===== src/rtl/mac_feeder_if.sv =====
// Operand/result bus between the MAC feeder (master) and its environment:
// buffer write port, stream control, operand streams to the MAC and the MAC result.
interface mac_feeder_if #(
   parameter int DATA_W  = 4,
   parameter int VEC_LEN = 8,
   parameter int ACC_W   = 11
);
   localparam int AW = $clog2(VEC_LEN);

   logic              wr_en;
   logic              wr_sel;
   logic [AW-1:0]     wr_addr;
   logic [DATA_W-1:0] wr_data;
   logic              start;
   logic [1:0]        skew;
   logic              busy;
   logic              done;
   logic              timeout;
   logic [ACC_W-1:0]  result;
   logic [DATA_W-1:0] in_a;
   logic [DATA_W-1:0] in_b;
   logic              in_valid_a;
   logic              in_valid_b;
   logic [ACC_W-1:0]  mac_out;
   logic              out_valid;

   modport master (
      input  wr_en, wr_sel, wr_addr, wr_data, start, skew, mac_out, out_valid,
      output busy, done, timeout, result, in_a, in_b, in_valid_a, in_valid_b
   );

   modport slave (
      output wr_en, wr_sel, wr_addr, wr_data, start, skew, mac_out, out_valid,
      input  busy, done, timeout, result, in_a, in_b, in_valid_a, in_valid_b
   );
endinterface


===== src/rtl/mac_feeder.sv =====
// MAC operand feeder: buffers two signed vectors, streams them (b optionally lagged),
// then waits a bounded number of cycles for the MAC result.
module mac_feeder #(
   parameter int DATA_W  = 4,
   parameter int VEC_LEN = 8,
   parameter int ACC_W   = 11,
   parameter int TIMEOUT = 16
) (
   input  logic         clk,
   input  logic         reset,
   mac_feeder_if.master bus
);
   localparam int AW = $clog2(VEC_LEN);
   localparam int CW = $clog2(VEC_LEN + 4) + 1;
   localparam int WW = $clog2(TIMEOUT + 1);

   typedef enum logic [1:0] {IDLE, STREAM, WAIT_RES} state_t;

   state_t                         state_q, state_d;
   logic [VEC_LEN-1:0][DATA_W-1:0] buf_a_q, buf_a_d, buf_b_q, buf_b_d;
   logic [1:0]                     skew_q, skew_d;
   logic [CW-1:0]                  scnt_q, scnt_d;
   logic [WW-1:0]                  wcnt_q, wcnt_d;
   logic                           busy_q, busy_d, done_q, done_d, timeout_q, timeout_d;
   logic [ACC_W-1:0]               result_q, result_d;
   logic [DATA_W-1:0]              in_a_q, in_a_d, in_b_q, in_b_d;
   logic                           va_q, va_d, vb_q, vb_d;

   logic [CW-1:0] idx_b, last_cnt;
   logic          wr_ok, a_live, b_live, stream_end, expired;

   // One stream counter drives both lanes; the b lane is the same count shifted by skew.
   assign idx_b      = scnt_q - CW'(skew_q);
   assign last_cnt   = CW'(VEC_LEN - 1) + CW'(skew_q);
   assign a_live     = scnt_q < CW'(VEC_LEN);
   assign b_live     = (scnt_q >= CW'(skew_q)) && (idx_b < CW'(VEC_LEN));
   assign stream_end = scnt_q == last_cnt;
   assign expired    = wcnt_q == WW'(TIMEOUT - 1);
   assign wr_ok      = bus.wr_en && (32'(bus.wr_addr) < VEC_LEN);

   always_ff @(posedge clk or posedge reset) begin
      if (reset) state_q <= IDLE;
      else       state_q <= state_d;
   end

   always_comb begin
      state_d = state_q;
      case (state_q)
         IDLE:     if (bus.start) state_d = STREAM;
         STREAM:   if (stream_end) state_d = WAIT_RES;
         WAIT_RES: if (bus.out_valid || expired) state_d = IDLE;
         default:  state_d = IDLE;
      endcase
   end

   always_comb begin
      buf_a_d   = buf_a_q;
      buf_b_d   = buf_b_q;
      skew_d    = skew_q;
      scnt_d    = scnt_q;
      wcnt_d    = wcnt_q;
      busy_d    = busy_q;
      done_d    = 1'b0;
      timeout_d = timeout_q;
      result_d  = result_q;
      in_a_d    = '0;
      in_b_d    = '0;
      va_d      = 1'b0;
      vb_d      = 1'b0;
      case (state_q)
         IDLE: begin
            // The write lands at the same edge as start, so the stream sees it.
            if (wr_ok) begin
               if (bus.wr_sel) buf_b_d[bus.wr_addr] = bus.wr_data;
               else            buf_a_d[bus.wr_addr] = bus.wr_data;
            end
            if (bus.start) begin
               skew_d    = bus.skew;
               scnt_d    = '0;
               timeout_d = 1'b0;
               busy_d    = 1'b1;
            end
         end
         STREAM: begin
            if (a_live) begin
               va_d   = 1'b1;
               in_a_d = buf_a_q[scnt_q[AW-1:0]];
            end
            if (b_live) begin
               vb_d   = 1'b1;
               in_b_d = buf_b_q[idx_b[AW-1:0]];
            end
            scnt_d = scnt_q + 1'b1;
            wcnt_d = '0;
         end
         WAIT_RES: begin
            wcnt_d = wcnt_q + 1'b1;
            // A result arriving on the expiry cycle still counts as a capture.
            if (bus.out_valid) begin
               result_d = bus.mac_out;
               done_d   = 1'b1;
               busy_d   = 1'b0;
            end else if (expired) begin
               timeout_d = 1'b1;
               busy_d    = 1'b0;
            end
         end
         default: ;
      endcase
   end

   always_ff @(posedge clk or posedge reset) begin
      if (reset) begin
         buf_a_q   <= '0;
         buf_b_q   <= '0;
         skew_q    <= '0;
         scnt_q    <= '0;
         wcnt_q    <= '0;
         busy_q    <= 1'b0;
         done_q    <= 1'b0;
         timeout_q <= 1'b0;
         result_q  <= '0;
         in_a_q    <= '0;
         in_b_q    <= '0;
         va_q      <= 1'b0;
         vb_q      <= 1'b0;
      end else begin
         buf_a_q   <= buf_a_d;
         buf_b_q   <= buf_b_d;
         skew_q    <= skew_d;
         scnt_q    <= scnt_d;
         wcnt_q    <= wcnt_d;
         busy_q    <= busy_d;
         done_q    <= done_d;
         timeout_q <= timeout_d;
         result_q  <= result_d;
         in_a_q    <= in_a_d;
         in_b_q    <= in_b_d;
         va_q      <= va_d;
         vb_q      <= vb_d;
      end
   end

   assign bus.busy       = busy_q;
   assign bus.done       = done_q;
   assign bus.timeout    = timeout_q;
   assign bus.result     = result_q;
   assign bus.in_a       = in_a_q;
   assign bus.in_b       = in_b_q;
   assign bus.in_valid_a = va_q;
   assign bus.in_valid_b = vb_q;
endmodule


===== src/flat_wrapper.sv =====
// flat-port wrapper written by rule: the top's interface ports become plain ports
module mac_feeder_flat 
#(
   parameter int DATA_W  = 4,
   parameter int VEC_LEN = 8,
   parameter int ACC_W   = 11,
   parameter int TIMEOUT = 16
)
  (clk, reset, bus_wr_en, bus_wr_sel, bus_wr_addr, bus_wr_data, bus_start, bus_skew, bus_mac_out, bus_out_valid, bus_busy, bus_done, bus_timeout, bus_result, bus_in_a, bus_in_b, bus_in_valid_a, bus_in_valid_b);
  mac_feeder_if #(.DATA_W(DATA_W), .VEC_LEN(VEC_LEN), .ACC_W(ACC_W)) bus_i ();
  input  logic clk;
  input  logic reset;
  input wire logic [$bits(bus_i.wr_en)-1:0] bus_wr_en;
  input wire logic [$bits(bus_i.wr_sel)-1:0] bus_wr_sel;
  input wire logic [$bits(bus_i.wr_addr)-1:0] bus_wr_addr;
  input wire logic [$bits(bus_i.wr_data)-1:0] bus_wr_data;
  input wire logic [$bits(bus_i.start)-1:0] bus_start;
  input wire logic [$bits(bus_i.skew)-1:0] bus_skew;
  input wire logic [$bits(bus_i.mac_out)-1:0] bus_mac_out;
  input wire logic [$bits(bus_i.out_valid)-1:0] bus_out_valid;
  output wire logic [$bits(bus_i.busy)-1:0] bus_busy;
  output wire logic [$bits(bus_i.done)-1:0] bus_done;
  output wire logic [$bits(bus_i.timeout)-1:0] bus_timeout;
  output wire logic [$bits(bus_i.result)-1:0] bus_result;
  output wire logic [$bits(bus_i.in_a)-1:0] bus_in_a;
  output wire logic [$bits(bus_i.in_b)-1:0] bus_in_b;
  output wire logic [$bits(bus_i.in_valid_a)-1:0] bus_in_valid_a;
  output wire logic [$bits(bus_i.in_valid_b)-1:0] bus_in_valid_b;
  assign bus_i.wr_en = bus_wr_en;
  assign bus_i.wr_sel = bus_wr_sel;
  assign bus_i.wr_addr = bus_wr_addr;
  assign bus_i.wr_data = bus_wr_data;
  assign bus_i.start = bus_start;
  assign bus_i.skew = bus_skew;
  assign bus_i.mac_out = bus_mac_out;
  assign bus_i.out_valid = bus_out_valid;
  assign bus_busy = bus_i.busy;
  assign bus_done = bus_i.done;
  assign bus_timeout = bus_i.timeout;
  assign bus_result = bus_i.result;
  assign bus_in_a = bus_i.in_a;
  assign bus_in_b = bus_i.in_b;
  assign bus_in_valid_a = bus_i.in_valid_a;
  assign bus_in_valid_b = bus_i.in_valid_b;
  mac_feeder #(.DATA_W(DATA_W), .VEC_LEN(VEC_LEN), .ACC_W(ACC_W), .TIMEOUT(TIMEOUT)) u_core (.clk(clk), .reset(reset), .bus(bus_i));
endmodule

===== config.mk =====
export PLATFORM = sky130hd
export DESIGN_NAME = mac_feeder_flat
export DESIGN_NICKNAME = d
export VERILOG_FILES = /design/src/rtl/mac_feeder_if.sv /design/src/rtl/mac_feeder.sv /design/src/flat_wrapper.sv
export SDC_FILE = /design/constraint.sdc
export NUM_CORES = 1
export LEC_CHECK = 0
export BUFFER_PORTS_ARGS = -buffer_cell sky130_fd_sc_hd__buf_2
export CAP_MARGIN = 40
export CORE_AREA = 5 5 104 106
export CTS_BUF_LIST = sky130_fd_sc_hd__clkbuf_4
export CTS_CLUSTER_SIZE = 25
export DETAILED_ROUTE_END_ITERATION = 6
export DIE_AREA = 0 0 109 111
export GPL_TIMING_DRIVEN = 0
export PLACE_DENSITY_LB_ADDON = 0.2
export SETUP_SLACK_MARGIN = 0.2
export SLEW_MARGIN = 40
export SYNTH_ARGS = -nofsm -noshare
export SYNTH_HDL_FRONTEND = slang
export SYNTH_SLANG_ARGS = --single-unit
export TNS_END_PERCENT = 30

===== constraint.sdc =====
create_clock -name clk -period 3.2 [get_ports clk]
set_clock_uncertainty 0.1 [all_clocks]
set_input_delay 0.48 -clock clk [delete_from_list [all_inputs] [get_ports clk]]
set_output_delay 0.48 -clock clk [all_outputs]
set_load 0.02 [all_outputs]

==> out/results.txt, run 1 <==
run status -> finished, final reports clean
R2R Path End -> u_core.bus.in_b[0]
largest area contributor in the synthesized netlist -> dfrtp_1
Slew Limit Fails -> 0
dpl cells -> 531
Detail Placement HPWL -> 7.17 mm
pin count of the biggest net entering global routing -> 27
Clock H-tree levels -> 3
clock latency on the worst-skew pair -> 0.45 ns
Core Footprint -> 0.00968 sq mm
CP max stage delay -> 0.57 ns
gp weighted congestion -> 0.787
Residual DRC -> 0
Final #Nets -> 446
Antenna Nets Post-Route -> 0
hold path cells -> 2
Slowest-stage cell, CP -> dfrtp_1
initial DRC count -> 128
asr flop ratio synth -> 100%
Syn. warnings -> 0
vias in the first global route -> 3058
Leak -> 2.56 nW
total global-route track usage -> 17.0%
worst-case clock buffer depth -> 2
setup_tns -> 0 ns
Tightest Hold Check Type -> primary input to flip-flop
Synth cell types -> 41
startpoint types -> flip-flop
number of clock sinks -> 102
Routed WL -> 9.51 mm
final core utilization -> 55.8%
CP endpoint kind -> flip-flop
Non-Filler Instances -> 547
Seq/Total Area, Yosys -> 53.7%
PortBufs -> 48
max_slew headroom -> 64.0%
hold-critical path endpoint -> u_core.bus.result[3]
Power Density -> 898 mW/mm^2
gr busiest metal -> met2
worst r2r src -> u_core.scnt_q[1]
critical path class -> flip-flop to flip-flop
Syn Std Cell Area -> 0.00475 sq mm
Fillers -> 840
initial core utilization -> 49.0%
DR vias -> 2939
Die X -> 109 um
wire per inst -> 17.4 um
Worst R2R Setup Slack -> 0.39 ns
Via density -> 5.37
# diodes -> 0
VDD IR max -> 0.367 mV
Layout area overhead -> 13.8%
initial antenna violation count -> 0
GR Util met3 -> 3.79%
Synth Register Bits -> 102
fin crit period -> 2.81 ns
Clock transition at path regs -> 0.14 ns
final hold vios -> 0
Worst EP required -> 3.44 ns
Worst Max-Slew Pin Slew -> 0.539 ns
Fin Hold WS -> 0.155 ns
final period utilization -> 87.7%
Die Y -> 111 um
crit-path cells -> buf_2 > inv_1 > fa_1 > clkbuf_2 > mux4_2 > mux2i_1 > nor2_1
1st-pass router iterations -> 4
CTS tree -> built
Root Driver -> clkbuf_4
Post-synth EDFFs -> 0
CP delay by family, top -> buffers and inverters
average cell area after synthesis -> 13.7 sq um
M2 GR Usage -> 26.5%
first-pass GRT wire length -> 16.0 mm
CTS buffer count -> 9
cell count after synthesis -> 346
Worst R2R Path Depth -> 7
endpoints failing setup -> 0
M1 GR Usage -> 24.1%
aggregate global routing overflow -> 0
CP arrival -> 3.05 ns
RSZ-0062 raised after global routing -> false
critical path fanouts, max -> 10
share of cells above drive strength 1 -> 42.0%
ranking of synthesized cells by area -> dfrtp_1 54%, mux2_2 17%, mux4_2 7.6%
share of the synthesized area in the top cell type -> 53.7%
num rows -> 36
Critical path buffers and inverters -> 3
max cap viols -> 0
die area -> 0.0121 sq mm
Hold Startpoint -> bus_mac_out[3]
I/O Pins -> 50
Post-synth top flop -> dfrtp_1
fmax -> 356 MHz
post-synth net total -> 382
[power breakdown]
part           leakage (nW)  switching, W  internal, W  total (W)
clock network        0.0647      0.000412     0.000244   0.000656
registers              1.32      0.000278      0.00179    0.00207
logic                  1.17       0.00101      0.00112    0.00213
total                  2.56       0.00170      0.00315    0.00486
[per-stage QoR]
step	setup WS [ns]	cell area [sq um]	power, W
2_1_floorplan	0.504	4750	0.00368
3_3_place_gp	0.0933	5160	0.00415
3_5_place_dp	0.0292	5260	0.00425
4_1_cts	0.238	5400	0.00491
5_1_grt	0.210	5410	0.00522
6_report	0.392	5410	0.00486
[sequential cells by signal, summed over array words and instances, names as in the netlist]
| register | count |
|---|---|
| u_core.bus.timeout | 1 |
| u_core.bus.result | 11 |
| u_core.wcnt_q | 5 |
| u_core.state_q | 2 |
| u_core.scnt_q | 5 |
| u_core.bus.done | 1 |
| u_core.bus.in_valid_b | 1 |
| u_core.bus.in_b | 4 |
| u_core.bus.in_valid_a | 1 |
| u_core.buf_a_q | 32 |
| u_core.buf_b_q | 32 |
| u_core.bus.in_a | 4 |
| u_core.skew_q | 2 |
| u_core.bus.busy | 1 |
[worst max path at each step]
stage                                 from                 end  slack [ns]  depth (start not counted)
after global routing      u_core.scnt_q[1]  u_core.bus.in_b[0]        0.21                          7
after global placement    u_core.scnt_q[0]  u_core.bus.in_b[2]        0.09                          8
after detailed placement  u_core.scnt_q[0]  u_core.bus.in_b[0]        0.03                          8
final                     u_core.scnt_q[1]  u_core.bus.in_b[0]        0.39                          7
after CTS                 u_core.scnt_q[0]  u_core.bus.in_b[0]        0.24                          8
after floorplan           u_core.scnt_q[0]  u_core.bus.in_b[0]        0.50                          8
[per-layer routing]
| layer | vias to the layer above | part of all wire (%) |
|---|---|---|
| li1 | 1374 | - |
| met1 | 1510 | 46 |
| met2 | 43 | 49 |
| met3 | 12 | 3.6 |
| met4 | 0 | 1.1 |
| met5 | - | 0 |
[cells by family after synthesis]
logic type | Yosys count | share of synthesized area [%]
multiplexers | 105 | 28.4
flip-flops | 102 | 53.7
AND/OR/NAND/NOR | 65 | 8.01
buffers and inverters | 33 | 2.98
AO/OA/AOI/OAI | 27 | 3.37
adder cells (fa/ha/maj) | 10 | 2.79
XOR/XNOR | 4 | 0.738
[Yosys cell counts, drive strengths merged (3+ instances only)]
library cell	number
nand3b	3
ha	9
mux2	77
o21ai	14
dfrtp	102
nor2	24
nand2b	4
inv	16
clkbuf	8
and3	4
mux2i	12
a21oi	4
nor3b	3
nand3	4
or3	3
nand4	5
buf	9
nand2	7
mux4	16
[layout by cell type (no fill, tap or decap), types with 2 or more instances in the layout]
cell type	synthesis	final
clkinvlp_4	0	4
nand2_1	7	7
ha_1	9	9
nand2b_1	4	4
nand3_1	4	4
o21ai_0	14	14
clkbuf_4	0	11
inv_1	15	14
xor2_1	2	2
a21oi_1	4	4
mux2i_1	12	12
mux2_1	4	4
buf_2	8	55
o31a_1	2	2
clkbuf_1	8	7
dfrtp_1	102	101
nor3b_1	3	3
buf_12	0	2
nand4_1	5	5
nor2_1	24	24
and3_1	4	4
or3_4	3	3
xnor2_1	2	2
mux4_2	16	16
nand3b_1	3	3
mux2_2	73	73
buf_16	0	2
[cell type report]
type	count	area [sq um]	area share, %
Sequential cell	102	2550	47.2
Multi-Input combinational cell	211	2060	38.0
Timing Repair Buffer	53	345	6.39
Tap cell	133	166	3.08
Buffer	17	85.1	1.57
Clock buffer	10	75.1	1.39
Inverter	16	63.8	1.18
Clock inverter	5	61.3	1.13
[what timing repair did]
item                                    4_1_cts  5_1_grt
cloned                                        0        0
resized for setup                             1        2
hold buffers                                  1        0
setup buffers                                 0        0
endpoints found under the setup margin        4        3
endpoints found under the hold margin        13        0
(Power assumes the default switching activity.)
==> run 2: changes to the inputs <==
- ABC_CLOCK_PERIOD_IN_PS: unset -> 3200
- CTS_BUF_LIST: sky130_fd_sc_hd__clkbuf_4 -> unset
==> out/results.txt, run 2 (same netlist as run 1, synthesis figures left out) <==
CP max stage delay -> 0.55 ns (-0.02 ns)
1st-pass router iterations -> 4 (unchanged)
startpoint types -> flip-flop
crit-path cells -> buf_2 > inv_1 > fa_1 > clkbuf_2 > mux4_2 > mux2i_1 > nor2_1
endpoints failing setup -> 0 (unchanged)
PortBufs -> 48 (unchanged)
final core utilization -> 56.4% (+0.54 points)
Fillers -> 838 (-0.24%)
pin count of the biggest net entering global routing -> 27 (unchanged)
initial DRC count -> 116 (-9.4%)
setup_tns -> 0 ns (unchanged)
Critical path origin -> u_core.scnt_q[1]
initial core utilization -> 49.0% (unchanged)
initial antenna violation count -> 0 (unchanged)
worst r2r src -> u_core.scnt_q[1]
share of cells above drive strength 1 -> 41.8% (-0.24 points)
CP delay by family, top -> buffers and inverters
Worst Max-Slew Pin Slew -> 0.550 ns (+0.0111 ns)
wire per inst -> 17.6 um (+0.93%)
Residual DRC -> 0 (unchanged)
CP arrival -> 2.95 ns (-0.10 ns)
Routed WL -> 9.60 mm (+0.93%)
clock latency on the worst-skew pair -> 0.37 ns (-0.08 ns)
vias in the first global route -> 3101 (+1.4%)
run status -> finished, final reports clean
Die X -> 109 um (unchanged)
die area -> 0.0121 sq mm (unchanged)
Antenna Nets Post-Route -> 0 (unchanged)
max_slew headroom -> 63.3% (-0.74 points)
total global-route track usage -> 17.2% (+0.21 points)
Tightest Hold Check Type -> primary input to flip-flop
worst-case clock buffer depth -> 2 (unchanged)
critical path fanouts, max -> 10 (unchanged)
final hold vios -> 0 (unchanged)
CP endpoint kind -> flip-flop
Crit path depth -> 7 (unchanged)
Worst R2R Setup Slack -> 0.40 ns (about the same)
first-pass GRT wire length -> 16.1 mm (+0.78%)
dpl cells -> 531 (unchanged)
R2R Path End -> u_core.bus.in_b[0]
RSZ-0062 raised after global routing -> false
I/O Pins -> 50 (unchanged)
Non-Filler Instances -> 547 (unchanged)
final period utilization -> 87.5% (-0.21 points)
number of clock sinks -> 102 (unchanged)
max cap viols -> 0 (unchanged)
fin crit period -> 2.80 ns (-0.00663 ns)
# diodes -> 0 (unchanged)
Layout area overhead -> 14.9%
Detail Placement HPWL -> 7.17 mm (unchanged)
Critical path buffers and inverters -> 3 (unchanged)
Root Driver -> clkbuf_8
Clock transition at path regs -> 0.09 ns (-0.05 ns)
most frequent cells in the layout -> 101 x dfrtp_1, 73 x mux2_2, 55 x buf_2, 24 x nor2_1, 16 x mux4_2
num rows -> 36 (unchanged)
Worst EP required -> 3.35 ns (-0.09 ns)
Core Footprint -> 0.00968 sq mm (unchanged)
CTS tree -> built
Post-CTS Setup Inserts -> 0 (unchanged)
Die Y -> 111 um (unchanged)
Clock H-tree levels -> 3 (unchanged)
Leak -> 2.58 nW (+0.78%)
Power Density -> 916 mW/mm^2 (+2.0%)
VDD IR max -> 0.395 mV (+7.7%)
commonest non-fill, non-tap cell in the layout -> dfrtp_1
Critical Path End -> u_core.bus.in_b[0]
Worst R2R Path Depth -> 7 (unchanged)
CTS buffer count -> 9 (unchanged)
Slew Limit Fails -> 0 (unchanged)
Via density -> 5.41 (+0.75%)
fmax -> 357 MHz (+0.24%)
DR vias -> 2961 (+0.75%)
Slowest-stage cell, CP -> fa_1
gp weighted congestion -> 0.787 (unchanged)
Final #Nets -> 446 (unchanged)
critical path class -> flip-flop to flip-flop
Hold Startpoint -> bus_mac_out[3]
aggregate global routing overflow -> 0 (unchanged)
==> run 2: cell counts in the layout (fill, tap and decap cells not counted) <==
No cell type changed its count.
==> run 2: area by class of cell <==
class	count	area [sq um]	area share [%]
Clock inverter	5	61.3	1.12
Multi-Input combinational cell	211	2060	37.7
Sequential cell	102	2550	46.8
Clock buffer	10	128	2.34
Buffer	17	85.1	1.56
Tap cell	133	166	3.05
Timing Repair Buffer	53	345	6.33
Inverter	16	63.8	1.17
==> run 2: worst min-delay path by stage <==
stage | endpoint | slack (ns) | cells after the start
3_3_place_gp | u_core.buf_a_q[27] | 0.37 | 1
3_5_place_dp | u_core.buf_a_q[25] | 0.38 | 1
6_report | u_core.bus.result[3] | 0.24 | 2
5_1_grt | u_core.bus.result[0] | 0.22 | 2
4_1_cts | u_core.bus.result[3] | 0.22 | 2
2_1_floorplan | u_core.buf_a_q[24] | 0.35 | 1
==> run 2: power breakdown <==
group          internal, W  switching (W)  leakage (nW)
Clock             0.000359       0.000432        0.0846
Combinational      0.00112        0.00102          1.17
Sequential         0.00179       0.000279          1.32
Total              0.00327        0.00173          2.58
==> run 2: metal layers <==
layer | track usage [%] | vias up | wire length (um)
li1 | - | 1371 | -
met1 | 24.3 | 1525 | 4440
met2 | 26.6 | 51 | 4650
met3 | 3.32 | 14 | 355
met4 | 5.89 | 0 | 155
met5 | 0 | - | 0
==> run 2: repair_timing <==
item                                    in CTS  in global routing
resized for setup                            1                  2
hold buffers                                 1                  0
pin swaps                                    0                  0
endpoints found under the hold margin        5                  0
endpoints found under the setup margin       3                  3
==> run 2: stage by stage <==
step | setup WS (ns) | area, sq um | hold slack, ns | total power (W)
5_1_grt | 0.212 | 5460 | 0.218 | 0.00536
4_1_cts | 0.246 | 5460 | 0.220 | 0.00505
3_5_place_dp | 0.0292 | 5260 | 0.376 | 0.00425
3_3_place_gp | 0.0933 | 5160 | 0.369 | 0.00415
2_1_floorplan | 0.504 | 4750 | 0.352 | 0.00368
6_report | 0.399 | 5460 | 0.236 | 0.00500
==> run 3: changes to the inputs <==
- CORE_AREA: 5 5 104 106 -> 5 5 101 103
- DIE_AREA: 0 0 109 111 -> 0 0 106 108
- MAX_ROUTING_LAYER: unset -> met4
==> out/results.txt, run 3 (same netlist as run 1, synthesis figures left out) <==
CP endpoint kind -> flip-flop
max_slew headroom -> 61.4% (-1.9 points)
setup_tns -> 0 ns (unchanged)
crit-path cells -> buf_2 > inv_1 > fa_1 > clkbuf_2 > mux4_2 > mux2i_1 > nor2_1
Antenna Nets Post-Route -> 0 (unchanged)
top layer in use -> met4
pin count of the biggest net entering global routing -> 26 (-3.7%)
CTS tree -> built
Clock H-tree levels -> 3 (unchanged)
clock latency on the worst-skew pair -> 0.36 ns (about the same)
aggregate global routing overflow -> 0 (unchanged)
Worst EP required -> 3.34 ns (about the same)
total global-route track usage -> 18.2% (+1.0 points)
PortBufs -> 48 (unchanged)
Final #Nets -> 445 (-0.22%)
Fillers -> 743 (-11%)
DR vias -> 2902 (-2.0%)
fmax -> 363 MHz (+1.7%)
Core Footprint -> 0.00911 sq mm (-5.9%)
I/O Pins -> 50 (unchanged)
Die X -> 106 um (-2.8%)
endpoints failing setup -> 0 (unchanged)
CP arrival -> 2.90 ns (-0.05 ns)
Via density -> 5.54 (+2.3%)
CTS buffer count -> 9 (unchanged)
initial DRC count -> 79 (-32%)
vias in the first global route -> 3102 (+0.032%)
RSZ-0062 raised after global routing -> false
VDD IR max -> 0.420 mV (+6.3%)
CP max stage delay -> 0.55 ns (about the same)
1st-pass router iterations -> 4 (unchanged)
share of cells above drive strength 1 -> 41.9% (+0.10 points)
Routed WL -> 9.35 mm (-2.6%)
post-place setup slack -> 0.0602 ns (+0.0310 ns)
Metal-1 WL -> 4.34 mm (-2.3%)
Power Density -> 941 mW/mm^2 (+2.8%)
number of clock sinks -> 102 (unchanged)
Layout area overhead -> 14.8% (about the same)
met3 wire len -> 329 um (-7.3%)
Clock transition at path regs -> 0.10 ns (about the same)
initial antenna violation count -> 0 (unchanged)
Tightest Hold Check Type -> primary input to async pin
Root Driver -> clkbuf_8
Slowest-stage cell, CP -> fa_1
Leak -> 2.59 nW (+0.74%)
worst-case clock buffer depth -> 2 (unchanged)
Worst R2R Path Depth -> 7 (unchanged)
final period utilization -> 86.1% (-1.4 points)
initial core utilization -> 52.1% (+3.1 points)
most frequent cells in the layout -> 101 x dfrtp_1, 73 x mux2_2, 55 x buf_2, 24 x nor2_1, 16 x mux4_2
Worst R2R Setup Slack -> 0.44 ns (+0.05 ns)
max cap viols -> 0 (unchanged)
Detail Placement HPWL -> 7.09 mm (-1.1%)
run status -> finished, final reports clean
critical path fanouts, max -> 10 (unchanged)
wire length on met2 -> 4.57 mm (-1.7%)
num rows -> 35 (-2.8%)
final setup margin -> 0.445 ns (+0.0459 ns)
Die Y -> 108 um (-2.7%)
commonest non-fill, non-tap cell in the layout -> dfrtp_1
final core utilization -> 59.9% (+3.5 points)
first-pass GRT wire length -> 15.7 mm (-2.7%)
die area -> 0.0114 sq mm (-5.4%)
Residual DRC -> 0 (unchanged)
critical path class -> flip-flop to flip-flop
Worst Max-Slew Pin Slew -> 0.577 ns (+0.0266 ns)
wire per inst -> 17.8 um (+1.7%)
Post-CTS Setup Inserts -> 0 (unchanged)
Fin Hold WS -> 0.0212 ns (-0.215 ns)
fin crit period -> 2.76 ns (-0.0459 ns)
final hold vios -> 0 (unchanged)
startpoint types -> flip-flop
Slew Limit Fails -> 0 (unchanged)
# diodes -> 0 (unchanged)
gp weighted congestion -> 0.802 (+1.9%)
run 3: final cells by class:
cell class / count / area, sq um / area share (%)
Timing Repair Buffer: 52 / 323 / 5.92
Buffer: 17 / 85.1 / 1.56
Clock buffer: 10 / 128 / 2.34
Sequential cell: 102 / 2550 / 46.8
Tap cell: 111 / 139 / 2.55
Inverter: 16 / 63.8 / 1.17
Clock inverter: 5 / 106 / 1.95
Multi-Input combinational cell: 211 / 2060 / 37.7
run 3: per-stage QoR:
step	cells	cell area, sq um	total power [W]
after floorplan	346	4750	0.00368
after global placement	505	5130	0.00415
after detailed placement	509	5220	0.00423
after CTS	524	5450	0.00519
after global routing	524	5450	0.00550
final	524	5450	0.00513
run 3: metal layers:
layer / vias up / global-route usage [%]
li1: 1370 / -
met1: 1473 / 24.8
met2: 51 / 28.3
met3: 8 / 3.76
met4: 0 / 4.90
met5: - / -
run 3: final timing paths:
| path | start | endpoint |
|---|---|---|
| hold reg to reg | u_core.buf_a_q[27] | u_core.buf_a_q[27] |
| setup reg to reg | u_core.scnt_q[1] | u_core.bus.in_b[1] |
| setup / recovery | u_core.scnt_q[1] | u_core.bus.in_b[1] |
| min in group clk | bus_mac_out[0] | u_core.bus.result[0] |
| max in group asynchronous | reset | u_core.buf_b_q[31] |
| hold / removal | reset | u_core.buf_a_q[9] |
run 3: repair_timing:
item / 4_1_cts / 5_1_grt
setup endpoints to repair: 3 / 3
hold buffers: 0 / 0
gates cloned: 0 / 0
resized for setup: 1 / 2
run 3: power by group:
| group | switching (W) | internal (W) |
|---|---|---|
| sequential | 0.000270 | 0.00179 |
| clock | 0.000431 | 0.000519 |
| combinational | 0.00100 | 0.00112 |
| total | 0.00170 | 0.00343 |
run 3: critical path, delay by kind of cell, from the launching register on:
kind	cells	cell delay, ns
fa+ha+maj	1	0.55
mux	2	0.72
simple gates	1	0.05
flops	1	0.51
buf+inv	3	0.71
